## src/rtl/dma_cmd_queue.sv

```systemverilog
// Register-mapped descriptor queue and sequencer feeding a single-channel DMA engine.
// Optional watchdog on stalled jobs is enabled by defining DMA_CMDQ_TIMEOUT_EN.
module dma_cmd_queue #(
  parameter int DATA_WIDTH     = 32,
  parameter int DEPTH          = 4,
  parameter int CONF_START     = 0,
  parameter int CONF_CLR_DONE  = 1,
  parameter int TIMEOUT_CYCLES = 65535
) (
  input  logic                  clk_i,
  input  logic                  rst_ni,
  input  logic                  reg_req_i,
  input  logic                  reg_we_i,
  input  logic [4:0]            reg_addr_i,
  input  logic [DATA_WIDTH-1:0] reg_wdata_i,
  output logic [DATA_WIDTH-1:0] reg_rdata_o,
  output logic                  reg_rvalid_o,
  output logic [DATA_WIDTH-1:0] config_o,
  output logic [DATA_WIDTH-1:0] length_o,
  output logic [DATA_WIDTH-1:0] source_addr_o,
  output logic [DATA_WIDTH-1:0] dest_addr_o,
  input  logic [DATA_WIDTH-1:0] state_i,
  output logic                  irq_o
);

  localparam int AW = $clog2(DEPTH);
  localparam int CW = AW + 1;
  localparam logic [CW-1:0] FULL_CNT = CW'(DEPTH);

  localparam logic [4:0] A_SRC    = 5'h00;
  localparam logic [4:0] A_DST    = 5'h04;
  localparam logic [4:0] A_LEN    = 5'h08;
  localparam logic [4:0] A_PUSH   = 5'h0C;
  localparam logic [4:0] A_STATUS = 5'h10;
  localparam logic [4:0] A_DONE   = 5'h14;
  localparam logic [4:0] A_IRQ    = 5'h18;
  localparam logic [4:0] A_IRQEN  = 5'h1C;

  localparam logic [2:0] DMA_IDLE = 3'd0;
  localparam logic [2:0] DMA_DONE = 3'd5;

  typedef enum logic [1:0] {SQ_IDLE, SQ_ISSUE, SQ_WAIT, SQ_CLEAR} sq_e;

  typedef struct packed {
    logic [DATA_WIDTH-1:0] src;
    logic [DATA_WIDTH-1:0] dst;
    logic [DATA_WIDTH-1:0] len;
  } desc_t;

  logic wr, rd, w1c;
  logic [2:0] dma_st;
  assign wr     = reg_req_i & reg_we_i;
  assign rd     = reg_req_i & ~reg_we_i;
  assign w1c    = wr && (reg_addr_i == A_IRQ);
  assign dma_st = state_i[2:0];

  logic unused_state;
  assign unused_state = ^state_i[DATA_WIDTH-1:3];

  // Staging and enable registers
  logic [DATA_WIDTH-1:0] src_q, dst_q, len_q;
  logic irq_en_q, irq_en_d;
  assign irq_en_d = (wr && reg_addr_i == A_IRQEN) ? reg_wdata_i[0] : irq_en_q;

  always_ff @(posedge clk_i or negedge rst_ni) begin
    if (!rst_ni) begin
      src_q    <= '0;
      dst_q    <= '0;
      len_q    <= '0;
      irq_en_q <= 1'b0;
    end else begin
      irq_en_q <= irq_en_d;
      if (wr) begin
        unique case (reg_addr_i)
          A_SRC:   src_q <= reg_wdata_i;
          A_DST:   dst_q <= reg_wdata_i;
          A_LEN:   len_q <= reg_wdata_i;
          default: ;
        endcase
      end
    end
  end

  // Descriptor FIFO
  desc_t          mem_q [DEPTH];
  logic [AW-1:0]  wptr_q, rptr_q;
  logic [CW-1:0]  cnt_q, cnt_d;
  logic           full, empty, push, push_ok, pop;
  sq_e            seq_q, seq_d;

  assign full    = (cnt_q == FULL_CNT);
  assign empty   = (cnt_q == '0);
  assign push    = wr && (reg_addr_i == A_PUSH);
  assign push_ok = push & ~full;
  assign pop     = (seq_q == SQ_CLEAR) && (dma_st == DMA_IDLE);

  always_comb begin
    cnt_d = cnt_q;
    unique case ({push_ok, pop})
      2'b10:   cnt_d = cnt_q + CW'(1);
      2'b01:   cnt_d = cnt_q - CW'(1);
      default: ;
    endcase
  end

  always_ff @(posedge clk_i) begin
    if (push_ok) mem_q[wptr_q] <= {src_q, dst_q, len_q};
  end

  always_ff @(posedge clk_i or negedge rst_ni) begin
    if (!rst_ni) begin
      wptr_q <= '0;
      rptr_q <= '0;
      cnt_q  <= '0;
    end else begin
      cnt_q <= cnt_d;
      if (push_ok) wptr_q <= wptr_q + AW'(1);
      if (pop)     rptr_q <= rptr_q + AW'(1);
    end
  end

  // Sequencer
  logic [DATA_WIDTH-1:0] cfg;

  always_comb begin
    seq_d = seq_q;
    cfg   = '0;
    unique case (seq_q)
      SQ_IDLE:  if (!empty) seq_d = SQ_ISSUE;
      SQ_ISSUE: begin
        cfg[CONF_START] = 1'b1;
        if (dma_st != DMA_IDLE) seq_d = SQ_WAIT;
      end
      SQ_WAIT:  if (dma_st == DMA_DONE) seq_d = SQ_CLEAR;
      SQ_CLEAR: begin
        cfg[CONF_CLR_DONE] = 1'b1;
        if (dma_st == DMA_IDLE) seq_d = SQ_IDLE;
      end
      default:  seq_d = SQ_IDLE;
    endcase
  end

  logic [DATA_WIDTH-1:0] src_o_q, dst_o_q, len_o_q, done_cnt_q;

  // Head is latched on the IDLE->ISSUE edge and held until the next job.
  always_ff @(posedge clk_i or negedge rst_ni) begin
    if (!rst_ni) begin
      seq_q      <= SQ_IDLE;
      src_o_q    <= '0;
      dst_o_q    <= '0;
      len_o_q    <= '0;
      done_cnt_q <= '0;
    end else begin
      seq_q <= seq_d;
      if (seq_q == SQ_IDLE && !empty) begin
        src_o_q <= mem_q[rptr_q].src;
        dst_o_q <= mem_q[rptr_q].dst;
        len_o_q <= mem_q[rptr_q].len;
      end
      if (pop) done_cnt_q <= done_cnt_q + 1'b1;
    end
  end

  assign config_o      = cfg;
  assign source_addr_o = src_o_q;
  assign dest_addr_o   = dst_o_q;
  assign length_o      = len_o_q;

  // Watchdog
  logic tmo_hit;
`ifdef DMA_CMDQ_TIMEOUT_EN
  localparam logic [31:0] TMO_LIM = 32'(TIMEOUT_CYCLES);
  logic [31:0] tmo_cnt_q, tmo_cnt_d;

  // Saturates at the limit so the sticky bit fires once per job.
  always_comb begin
    tmo_cnt_d = tmo_cnt_q;
    tmo_hit   = 1'b0;
    if (pop) begin
      tmo_cnt_d = '0;
    end else if (seq_q != SQ_IDLE && tmo_cnt_q < TMO_LIM) begin
      tmo_cnt_d = tmo_cnt_q + 32'd1;
      tmo_hit   = (tmo_cnt_d == TMO_LIM);
    end
  end

  always_ff @(posedge clk_i or negedge rst_ni) begin
    if (!rst_ni) tmo_cnt_q <= '0;
    else         tmo_cnt_q <= tmo_cnt_d;
  end
`else
  logic unused_tmo;
  assign unused_tmo = (TIMEOUT_CYCLES == 0);
  assign tmo_hit    = 1'b0;
`endif

  // Sticky event bits: a set in the same cycle as a W1C wins.
  logic pend_q, ovf_q, tmo_q, irq_q;
  logic pend_d, ovf_d, tmo_d;

  always_comb begin
    pend_d = pop          ? 1'b1 : (w1c && reg_wdata_i[0]) ? 1'b0 : pend_q;
    ovf_d  = (push&&full) ? 1'b1 : (w1c && reg_wdata_i[8]) ? 1'b0 : ovf_q;
    tmo_d  = tmo_hit      ? 1'b1 : (w1c && reg_wdata_i[9]) ? 1'b0 : tmo_q;
  end

  always_ff @(posedge clk_i or negedge rst_ni) begin
    if (!rst_ni) begin
      pend_q <= 1'b0;
      ovf_q  <= 1'b0;
      tmo_q  <= 1'b0;
      irq_q  <= 1'b0;
    end else begin
      pend_q <= pend_d;
      ovf_q  <= ovf_d;
      tmo_q  <= tmo_d;
      irq_q  <= irq_en_d & (pend_d | ovf_d | tmo_d);
    end
  end

  assign irq_o = irq_q;

  // Read path
  logic [DATA_WIDTH-1:0] rdata_d, rdata_q;
  logic                  rvalid_q;
  logic [4:0]            cnt_ext;
  assign cnt_ext = 5'(cnt_q);

  always_comb begin
    rdata_d = '0;
    unique case (reg_addr_i)
      A_SRC:    rdata_d = src_q;
      A_DST:    rdata_d = dst_q;
      A_LEN:    rdata_d = len_q;
      A_STATUS: begin
        rdata_d[0]     = (seq_q != SQ_IDLE);
        rdata_d[1]     = full;
        rdata_d[2]     = empty;
        rdata_d[7:4]   = cnt_ext[3:0];
        rdata_d[8]     = ovf_q;
        rdata_d[9]     = tmo_q;
        rdata_d[14:12] = dma_st;
      end
      A_DONE:   rdata_d = done_cnt_q;
      A_IRQ: begin
        rdata_d[0] = pend_q;
        rdata_d[8] = ovf_q;
        rdata_d[9] = tmo_q;
      end
      A_IRQEN:  rdata_d[0] = irq_en_q;
      default:  ;
    endcase
  end

  always_ff @(posedge clk_i or negedge rst_ni) begin
    if (!rst_ni) begin
      rdata_q  <= '0;
      rvalid_q <= 1'b0;
    end else begin
      rvalid_q <= rd;
      rdata_q  <= rd ? rdata_d : '0;
    end
  end

  assign reg_rdata_o  = rdata_q;
  assign reg_rvalid_o = rvalid_q;

endmodule
```

## config.mk

```make
export PLATFORM = sky130hd
export DESIGN_NAME = dma_cmd_queue
export DESIGN_NICKNAME = d
export VERILOG_FILES = /design/src/rtl/dma_cmd_queue.sv
export SDC_FILE = /design/constraint.sdc
export NUM_CORES = 1
export LEC_CHECK = 0
export CAP_MARGIN = 40
export CORE_UTILIZATION = 45
export DETAILED_ROUTE_END_ITERATION = 7
export PLACE_DENSITY_LB_ADDON = 0.2
export SYNTH_ARGS = -nofsm -noshare
export SYNTH_HDL_FRONTEND = slang
export SYNTH_SLANG_ARGS = --single-unit
```

## constraint.sdc

```tcl
create_clock -name clk_i -period 6 [get_ports clk_i]
set_input_delay 1.2 -clock clk_i [delete_from_list [all_inputs] [get_ports clk_i]]
set_output_delay 1.2 -clock clk_i [all_outputs]
set_load 0.01 [all_outputs]
```

# After elaboration in Yosys (flattened, before gate mapping)
# Memories as Yosys holds them, arrays and structs flattened. A register that Yosys moved wholly into a read port is not among the register bits.
# Index checks and enable logic that the tools add are counted.
word_totals:
  register_bits: 175
  latch_bits: 0
  ramBits: 384
  romBits: 0
  input_bits: 73
  output_inout_bits: 162
  word_cells: 95
  memories: 1
mem_list:
  columns: ["memory", "words", "word_bits", "rd", "rd_ports_with_merged_regs", "write_ports", "line_no", "rtl"]
  rows:
  - ["mem_q", 4, 96, 1, 1, 1, "85", "desc_t mem_q [DEPTH];"]
classes:
  addsub: 5
  multipliers: 0
  div: 0
  n_lt_le_gt_ge: 0
  eq_ne: 18
  shift: 0
  muxes: 25
  bitwise: 8
  n_reduce_logical: 23
ops:
  columns: ["operator", "count"]
  rows:
  - ["one-hot mux 17 bit (4 select lines)", 1]
  - ["adder 32 x 1 -> 32 bit, second input constant", 1]
  - ["two-way mux 32 bit", 1]
  - ["equality test 5 bit, second input constant", 4]
  - ["one-hot mux 2 bit (5 select lines)", 2]
  - ["one-hot mux 4 bit (5 select lines)", 1]
  - ["one-hot mux 2 bit (4 select lines)", 2]
  - ["one-hot mux 3 bit (5 select lines)", 1]
  - ["equality test 5 x 4 -> 1 bit, second input constant", 2]
  - ["two-way mux 1 bit", 10]
  - ["logical AND 1 bit", 9]
  - ["two-way mux 2 bit", 4]
  - ["one-hot mux 1 bit (7 select lines)", 1]
  - ["equality test 2 bit, second input constant", 3]
  - ["equality test 3 bit, second input constant", 2]
  - ["logical NOT 3 bit", 2]
  - ["!= test 2 bit, second input constant", 3]
  - ["one-hot mux 3 bit (2 select lines)", 1]
  - ["AND reduction 2 bit", 3]
  - ["equality test 5 x 3 -> 1 bit, second input constant", 1]
  - ["logical NOT 5 bit", 1]
  - ["adder 2 x 1 -> 2 bit, second input constant", 2]
  - ["AND 1 bit", 4]
  - ["equality test 2 x 1 -> 1 bit, second input constant", 2]
  - ["12 further kinds", 16]

# Logic depth before layout (Yosys ltp)
# Gate-level depths: netlist of run 1.
depth:
  word_depth: 8
  depth_mapped: 10
  mapped_depth_nobuf: 10

# Worst setup path before layout of run 1
# Ideal clock, no wire load.
synth_path:
  path_type: "input -> register"
  start: "input reg_addr_i[1]"
  end: "memory mem_q[0][0] in the netlist's numbering (enable)"
  setup_time_ns: 0.466
  t_arrival_ns: 4.689
  t_required_ns: 5.534
  slack_ns: 0.846
  cell_stages: 4
  path_buffers: 1
  path_cell_list: "or3_1 clkbuf_1 nor4_1 and2_1"
synth_between:
  elab_chain_len: 5
synth_lines:
  columns: ["element", "line_no", "rtl"]
  rows:
  - ["from (decl)", "14", "input logic [4:0] reg_addr_i,"]
  - ["equality test 5 x 4 -> 1 bit", "93", "assign push = wr && (reg_addr_i == A_PUSH);"]
  - ["logical AND 1 bit", "93", null]
  - ["AND 1 bit", "94", "assign push_ok = push & ~full;"]
  - ["two-way mux 1 bit", "107", "if (push_ok) mem_q[wptr_q] <= {src_q, dst_q, len_q};"]
  - ["two-way mux 1 bit (implied by the code)", "107", null]
  - ["to (decl)", "85", null]
# Every way passes these cells.

# Worst setup path in the final report of run 1
layout_path:
  start: "input reg_addr_i[2]"
  end: "register rdata_q[31] (netlist: reg_rdata_o[31])"
layout_between:
  elab_chain_len: 3
layout_lines:
  columns: ["element", "line_no", "rtl"]
  rows:
  - ["equality test 5 bit (tied with other cells)", "231", "unique case (reg_addr_i)"]
  - ["one-hot mux 17 bit (4 select lines) (*)", "231", null]
  - ["two-way mux 32 bit (*)", "261", "rdata_q <= rd ? rdata_d : '0;"]
  - ["to (signal assigned)", "261", null]
  - ["to (decl)", "224", "logic [DATA_WIDTH-1:0] rdata_d, rdata_q;"]
# Every way passes the cells marked *; elsewhere a longest branch is shown, timed or not.
# A chain may end at the register's enable or synchronous reset.

==> metrics.txt, run 1 <==
# TYPE chip_impl_metric gauge
chip_impl_info{name="start_kind",value="input port"} 1
chip_impl_metric{name="io_pins",unit=""} 235
chip_impl_metric{name="die_area",unit="sq um"} 57100
chip_impl_metric{name="fmaxAchievable",unit="MHz"} 254
chip_impl_metric{name="slowest_delay",unit="ns"} 0.94
chip_impl_info{name="worst_path_most_repeated_cell",value="sky130_fd_sc_hd__buf_4"} 1
chip_impl_metric{name="synthesis.area",unit="sq um"} 25300
chip_impl_metric{name="area_delta_synth_final",unit="%"} 19.7
chip_impl_metric{name="holdBufCountCts",unit=""} 0
chip_impl_metric{name="power_per_cell_area",unit="nW/um^2"} 429
chip_impl_metric{name="fill_cells",unit=""} 4385
chip_impl_metric{name="post_synth_xor_area_fraction",unit=""} 0.0128
chip_impl_metric{name="post_cts_resize_count",unit=""} 0
chip_impl_metric{name="synth.ff_latch_count",unit=""} 655
chip_impl_metric{name="synth_edf_count",unit=""} 384
chip_impl_metric{name="ff_latch_area",unit="sq um"} 18300
chip_impl_metric{name="cts_buffers",unit=""} 68
chip_impl_metric{name="final-setup-viol-count",unit=""} 0
chip_impl_metric{name="number_of_buffers_between_clock_root_and_the_deepest_sink",unit=""} 3
chip_impl_metric{name="finalHoldViolCount",unit=""} 0
chip_impl_metric{name="r2r.worst_path.cells",unit=""} 5
chip_impl_metric{name="firstDrtPassIters",unit=""} 6
chip_impl_metric{name="synth.area.mux_share",unit=""} 0.174
chip_impl_info{name="synth_top_area_cell",value="sky130_fd_sc_hd__edfxtp_1"} 1
chip_impl_metric{name="crit_path_max_fanout",unit=""} 19
chip_impl_metric{name="clk-insertion-delay-late",unit="ns"} 0.59
chip_impl_metric{name="design.core.area",unit="sq um"} 55300
chip_impl_metric{name="finish.net_count",unit=""} 1643
chip_impl_metric{name="synth_adder_area_share",unit=""} 0.00575
chip_impl_metric{name="finalWorstPathRequiredPeriod",unit="ns"} 3.94
chip_impl_metric{name="grt_max_degree",unit=""} 98
chip_impl_info{name="cts_root_buf",value="sky130_fd_sc_hd__clkbuf_16"} 1
chip_impl_metric{name="clk_pin_slew_worst_paths",unit="ns"} 0.06
chip_impl_metric{name="start_util",unit=""} 0.457
chip_impl_info{name="flip_flop_cell_with_the_highest_count_after_synthesis",value="sky130_fd_sc_hd__edfxtp_1"} 1
chip_impl_metric{name="post_synth_inst_count",unit=""} 1349
chip_impl_metric{name="slew_at_the_pin_with_the_worst_max_slew_slack",unit="ns"} 0.873
chip_impl_metric{name="cp_data_required_time",unit="ns"} 6.50
chip_impl_metric{name="synthArstFlopShare",unit=""} 0.414
chip_impl_metric{name="finalWirelength",unit="mm"} 56.3
chip_impl_metric{name="p_leak",unit="uW"} 0.0112
chip_impl_metric{name="timing.slew.headroom",unit=""} 0.418
chip_impl_metric{name="grtUsageTotal",unit=""} 0.204
chip_impl_info{name="run_status",value="completed"} 1
chip_impl_info{name="synth_top_cells_by_area",value="sky130_fd_sc_hd__edfxtp_1, sky130_fd_sc_hd__dfrtp_1, sky130_fd_sc_hd__mux2_2, sky130_fd_sc_hd__mux4_2, sky130_fd_sc_hd__a222oi_1"} 1
chip_impl_metric{name="postRouteAntennaNets",unit=""} 0
chip_impl_metric{name="ir_drop",unit="V"} 0.000240
chip_impl_info{name="clock_tree_from_tritoncts",value="built"} 1
chip_impl_metric{name="drt_iter0_drc",unit=""} 856
chip_impl_info{name="end_kind",value="register"} 1
chip_impl_info{name="synth_top_family_by_area",value="multiplexers"} 1
chip_impl_metric{name="final_max_slew_viol_count",unit=""} 0
chip_impl_metric{name="max_cap_viol_count",unit=""} 0
chip_impl_metric{name="drt-wirelength-per-cell",unit="microns"} 23.9
chip_impl_metric{name="synth-warning-count",unit=""} 0
chip_impl_info{name="grt_setup_unrepaired",value="no"} 1
chip_impl_metric{name="cts.sink_count",unit=""} 655
chip_impl_metric{name="synth-simple-area-share",unit=""} 0.0298
chip_impl_metric{name="antenna-diode-count",unit=""} 0
chip_impl_info{name="synth_most_common_cell",value="sky130_fd_sc_hd__edfxtp_1"} 1
chip_impl_metric{name="grt_overflow_total",unit=""} 0
chip_impl_metric{name="post_cts_buffers",unit=""} 0
chip_impl_metric{name="post-synth-top-area-fraction",unit=""} 0.457
chip_impl_metric{name="whs_path_depth",unit=""} 1
chip_impl_metric{name="port_buffers",unit=""} 175
chip_impl_metric{name="detailed_place_hpwl",unit="mm"} 34.3
chip_impl_metric{name="share_of_post_route_cells_with_drive_strength_above_1",unit=""} 0.272
chip_impl_metric{name="final_cell_area",unit="sq um"} 30200
chip_impl_info{name="cpMaxStageDelayCell",value="sky130_fd_sc_hd__clkdlybuf4s50_1"} 1
chip_impl_metric{name="vias_per_cell",unit=""} 5.51
chip_impl_metric{name="vias",unit=""} 13000
chip_impl_metric{name="grt_pass1_vias",unit=""} 13741
chip_impl_metric{name="synth_cell_types",unit=""} 49
chip_impl_metric{name="timing.critical_path.arrival",unit="ns"} 4.44
chip_impl_metric{name="grt_pass1_wl",unit="mm"} 85.9
chip_impl_metric{name="synth_sequential_area_ratio",unit=""} 0.725
chip_impl_metric{name="fin_crit_sh",unit=""} 0.657
chip_impl_info{name="hp-class",value="register to register"} 1
chip_impl_metric{name="sum_of_negative_setup_slack",unit="ns"} 0
chip_impl_metric{name="initial_antenna_violation_count",unit=""} 0
chip_impl_info{name="synth.top_cells.by_count",value="sky130_fd_sc_hd__edfxtp_1, sky130_fd_sc_hd__dfrtp_1, sky130_fd_sc_hd__mux2_2"} 1
chip_impl_metric{name="multi_input_logic_area",unit="sq um"} 6510
chip_impl_metric{name="routabilityCongestion",unit=""} 0.770
chip_impl_metric{name="synth_area_per_cell",unit="sq um"} 18.7
chip_impl_metric{name="die_height",unit="microns"} 239
chip_impl_metric{name="remaining_drc_errors",unit=""} 0
chip_impl_metric{name="row_count",unit=""} 86
chip_impl_metric{name="fin_skew",unit="ns"} 0.0206
chip_impl_metric{name="postPlaceCellArea",unit="sq um"} 28000
chip_impl_metric{name="compound_cell_area_share_of_the_yosys_netlist",unit=""} 0.0286
chip_impl_info{name="criticalPathCategory",value="input port to register"} 1
chip_impl_info{name="critical_path.cell_chain",value="clkdlybuf4s50_1, nor4b_2, buf_4, and2_1, buf_4, a222oi_1, nor2_1"} 1
chip_impl_metric{name="htree_num_levels",unit=""} 3
chip_impl_metric{name="die_width",unit="microns"} 239
[worst max-delay path: cells and delay by family]
family | cells | cell delay (ns)
AO/OA/AOI/OAI | 1 | 0.17
buffers and inverters | 3 | 1.74
AND/OR/NAND/NOR | 3 | 1.31
[worst paths after layout]
path,start,endpoint,slack [ns]
max in group asynchronous,rst_ni,dest_addr_o[18]$_DFFE_PN0P_,4.05
worst min-delay path,done_cnt_q[31]$_DFFE_PN0P_,done_cnt_q[31]$_DFFE_PN0P_,0.48
worst min register to register,done_cnt_q[31]$_DFFE_PN0P_,done_cnt_q[31]$_DFFE_PN0P_,0.48
min in group asynchronous,rst_ni,dest_addr_o[1]$_DFFE_PN0P_,0.62
worst max register to register,cnt_q[0]$_DFFE_PN0P_,source_addr_o[16]$_DFFE_PN0P_,3.18
worst max-delay path,reg_addr_i[2],reg_rdata_o[31]$_DFF_PN0_,2.06
[per-stage QoR]
stage	power, uW	setup slack (ns)	utilization	std cells	hold slack, ns
floorplan	7560	0.846	-	1378	0.441
global placement	8830	1.47	0.505	2233	0.460
detailed placement	8960	1.49	0.506	2237	0.464
CTS	13200	2.10	0.547	2360	0.475
global route	13500	1.86	0.547	2360	0.493
finish	13000	2.06	0.547	2360	0.477
[routing by layer]
layer / track usage / part of all wire
met5: 0 / 0
met4: 0.0686 / 0.023
met1: 0.280 / 0.43
met3: 0.0358 / 0.053
met2: 0.332 / 0.50
[state kept, by name (all words and copies together) (netlist names), 2 cells and up]
signal,flops
dest_addr_o,32
rptr_q,2
dst_q,32
done_cnt_q,32
len_q,32
wptr_q,2
seq_q,2
source_addr_o,32
src_q,32
reg_rdata_o,32
length_o,32
mem_q,384
cnt_q,3
[layout make-up]
cell class	count	area share
flip-flops and latches	655	0.606
inverters	23	0.00286
multi-input cells	602	0.215
repair buffers	209	0.0714
well taps	748	0.0310
clock buffers	109	0.0685
clock inverters	14	0.00488
[power by group]
group	internal (uW)	switching, uW	total [uW]
combinational	1790	1230	3020
clock	2490	1670	4160
sequential	5340	434	5780
[placed cells by master (no fill, tap or decap), types with 10 or more instances in the layout]
cell,instances
sky130_fd_sc_hd__a222oi_1,27
sky130_fd_sc_hd__ha_1,10
sky130_fd_sc_hd__clkbuf_8,13
sky130_fd_sc_hd__mux2_2,194
sky130_fd_sc_hd__edfxtp_1,384
sky130_fd_sc_hd__a22o_1,27
sky130_fd_sc_hd__nand3_1,13
sky130_fd_sc_hd__buf_4,24
sky130_fd_sc_hd__xor2_1,21
sky130_fd_sc_hd__xnor2_1,16
sky130_fd_sc_hd__clkdlybuf4s50_1,174
sky130_fd_sc_hd__dfrtp_1,269
sky130_fd_sc_hd__clkbuf_16,72
sky130_fd_sc_hd__nor3_1,18
sky130_fd_sc_hd__mux4_2,96
sky130_fd_sc_hd__clkbuf_1,24
sky130_fd_sc_hd__a21oi_1,10
sky130_fd_sc_hd__nand2_1,33
sky130_fd_sc_hd__nor2_1,30
sky130_fd_sc_hd__inv_1,23
sky130_fd_sc_hd__conb_1,30
[cell families after synthesis]
family | count (synthesis)
mux | 295
buf+inv | 121
xor+xnor | 37
fa+ha+maj | 11
flops | 655
simple gates | 142
compound gates | 87
other cells | 1
Power figures use the tool's default switching activity.
==> run 2: changes to the inputs <==
- clock period: 6 -> 4.04 ns (I/O delays scaled with it)
==> run 2 against run 1 <==
Net effect: total power grew 48%; first-iteration DRC count grew 12%; critical path depth shrank 1; combinational power grew 45%; worst hold slack lost 0.25 ns; global-route usage shrank 0.28 points; wire length shrank 0.71%; cell area grew 0.27%; critical path type unchanged.
==> metrics.txt, run 2 (same netlist as run 1, synthesis figures left out) <==
# TYPE chip_impl_metric gauge
chip_impl_info{name="hp-class",value="input port to async pin"} 1
chip_impl_metric{name="power_per_cell_area",unit="nW/um^2"} 633
chip_impl_metric{name="grt_overflow_total",unit=""} 0
chip_impl_metric{name="cp_data_required_time",unit="ns"} 4.30
chip_impl_metric{name="initial_antenna_violation_count",unit=""} 1
chip_impl_metric{name="ff_latch_area",unit="sq um"} 18300
chip_impl_metric{name="p_leak",unit="uW"} 0.0113
chip_impl_metric{name="vias_per_cell",unit=""} 5.48
chip_impl_metric{name="die_area",unit="sq um"} 57100
chip_impl_metric{name="die_width",unit="microns"} 239
chip_impl_metric{name="timing.slew.headroom",unit=""} 0.437
chip_impl_metric{name="detailed_place_hpwl",unit="mm"} 33.6
chip_impl_metric{name="finalHoldViolCount",unit=""} 0
chip_impl_metric{name="postRouteAntennaNets",unit=""} 0
chip_impl_metric{name="firstDrtPassIters",unit=""} 8
chip_impl_info{name="clock_tree_from_tritoncts",value="built"} 1
chip_impl_metric{name="remaining_drc_errors",unit=""} 0
chip_impl_metric{name="drt_iter0_drc",unit=""} 962
chip_impl_metric{name="start_util",unit=""} 0.457
chip_impl_metric{name="io_pins",unit=""} 235
chip_impl_metric{name="grtUsageTotal",unit=""} 0.201
chip_impl_info{name="critical_path.cell_chain",value="clkdlybuf4s50_1, or3_1, nor4_1, buf_4, and2_4, buf_12"} 1
chip_impl_info{name="run_status",value="completed"} 1
chip_impl_metric{name="largest_register_ff_count",unit=""} 384
chip_impl_metric{name="final_max_slew_viol_count",unit=""} 0
chip_impl_metric{name="clk-insertion-delay-late",unit="ns"} 0.59
chip_impl_metric{name="port_buffers",unit=""} 175
chip_impl_metric{name="share_of_post_route_cells_with_drive_strength_above_1",unit=""} 0.277
chip_impl_metric{name="slowest_delay",unit="ns"} 0.55
chip_impl_metric{name="row_count",unit=""} 86
chip_impl_metric{name="post_cts_resize_count",unit=""} 0
chip_impl_metric{name="fmaxAchievable",unit="MHz"} 345
chip_impl_metric{name="max_cap_viol_count",unit=""} 0
chip_impl_metric{name="routabilityCongestion",unit=""} 0.774
chip_impl_metric{name="vias",unit=""} 12979
chip_impl_metric{name="clk_pin_slew_worst_paths",unit="ns"} 0.06
chip_impl_info{name="final_common_cell",value="sky130_fd_sc_hd__edfxtp_1"} 1
chip_impl_info{name="criticalPathCategory",value="input port to register"} 1
chip_impl_metric{name="sum_of_negative_setup_slack",unit="ns"} 0
chip_impl_info{name="largest-register",value="mem_q"} 1
chip_impl_metric{name="grt_pass1_wl",unit="mm"} 84.7
chip_impl_metric{name="crit_path_max_fanout",unit=""} 34
chip_impl_metric{name="area_delta_synth_final",unit="%"} 20.0
chip_impl_info{name="cts_root_buf",value="sky130_fd_sc_hd__clkbuf_16"} 1
chip_impl_metric{name="die_height",unit="microns"} 239
chip_impl_metric{name="htree_num_levels",unit=""} 3
chip_impl_metric{name="design.core.area",unit="sq um"} 55300
chip_impl_metric{name="cts_buffers",unit=""} 69
chip_impl_info{name="critPathTopFamily",value="simple AND/OR/NAND/NOR gates"} 1
chip_impl_info{name="grt_setup_unrepaired",value="no"} 1
chip_impl_metric{name="finalWirelength",unit="mm"} 55.9
chip_impl_metric{name="finish.net_count",unit=""} 1651
chip_impl_metric{name="final-setup-viol-count",unit=""} 0
chip_impl_metric{name="fill_cells",unit=""} 4392
chip_impl_metric{name="drt-wirelength-per-cell",unit="microns"} 23.6
chip_impl_metric{name="fin_crit_sh",unit=""} 0.717
chip_impl_metric{name="multi_input_logic_area",unit="sq um"} 6510
chip_impl_metric{name="finalWorstPathRequiredPeriod",unit="ns"} 2.90
chip_impl_metric{name="worst-path-buf-inv",unit=""} 3
chip_impl_metric{name="slew_at_the_pin_with_the_worst_max_slew_slack",unit="ns"} 0.844
chip_impl_metric{name="post-layout-total-power",unit="uW"} 19200
chip_impl_metric{name="grt_pass1_vias",unit=""} 13534
chip_impl_info{name="final_cell_mix",value="sky130_fd_sc_hd__edfxtp_1, sky130_fd_sc_hd__dfrtp_1, sky130_fd_sc_hd__mux2_2"} 1
chip_impl_metric{name="timing.critical_path.arrival",unit="ns"} 3.16
chip_impl_metric{name="antenna-diode-count",unit=""} 0
chip_impl_metric{name="ir_drop",unit="V"} 0.000401
chip_impl_metric{name="post_cts_buffers",unit=""} 0
chip_impl_metric{name="number_of_buffers_between_clock_root_and_the_deepest_sink",unit=""} 3
chip_impl_info{name="end_kind",value="register"} 1
chip_impl_metric{name="holdBufCountCts",unit=""} 0
chip_impl_metric{name="cts.sink_count",unit=""} 655
chip_impl_metric{name="fin_skew",unit="ns"} 0.0139
chip_impl_metric{name="grt_max_degree",unit=""} 93
chip_impl_info{name="start_kind",value="input port"} 1
chip_impl_info{name="cpMaxStageDelayCell",value="sky130_fd_sc_hd__or3_1"} 1
[run 2: metrics by stage]
| step | std cells | utilization | cell area (sq um) | hold slack, ns | setup WS, ns |
|---|---|---|---|---|---|
| after floorplan | 1378 | - | 25400 | 0.441 | 0.303 |
| after global placement | 2244 | 0.508 | 28100 | 0.487 | 0.547 |
| after detailed placement | 2244 | 0.508 | 28100 | 0.488 | 0.543 |
| after CTS | 2369 | 0.548 | 30300 | 0.263 | 1.15 |
| after global routing | 2369 | 0.548 | 30300 | 0.270 | 1.02 |
| final | 2369 | 0.548 | 30300 | 0.228 | 1.14 |
[run 2: routing by layer]
metal	global-route usage	wire length, microns	vias to the layer above
li1	-	-	5642
met1	0.275	23900	6920
met2	0.333	28100	339
met3	0.0380	2880	78
met4	0.0548	1040	0
met5	0	0	-
[run 2: final timing paths]
check / startpoint / to / slack (ns) / cells past startpoint
setup reg to reg: seq_q[1]$_DFFE_PN0P_ / cnt_q[2]$_DFFE_PN0P_ / 1.39 / 9
hold reg to reg: done_cnt_q[31]$_DFFE_PN0P_ / done_cnt_q[31]$_DFFE_PN0P_ / 0.50 / 1
hold / removal: rst_ni / length_o[1]$_DFFE_PN0P_ / 0.23 / 1
max in group asynchronous: rst_ni / length_o[17]$_DFFE_PN0P_ / 2.78 / 2
setup / recovery: reg_addr_i[1] / mem_q[2][92]$_DFFE_PP_ / 1.14 / 6
min in group clk_i: done_cnt_q[31]$_DFFE_PN0P_ / done_cnt_q[31]$_DFFE_PN0P_ / 0.50 / 1
[run 2: layout make-up]
class | instances | share of cell area
inverter | 23 | 0.00285
clock inverter | 21 | 0.00524
clock buffer | 104 | 0.0684
multi-input combinational | 602 | 0.215
timing repair buffer | 216 | 0.0735
tap | 748 | 0.0309
sequential | 655 | 0.604
[run 2: report_power, final]
group / total [uW] / switching [uW] / leakage (uW) / internal, uW
logic: 4370 / 1750 / 0.00323 / 2620
clock network: 6170 / 2490 / 0.00109 / 3670
registers: 8660 / 723 / 0.00696 / 7930
total: 19200 / 4960 / 0.0113 / 14200
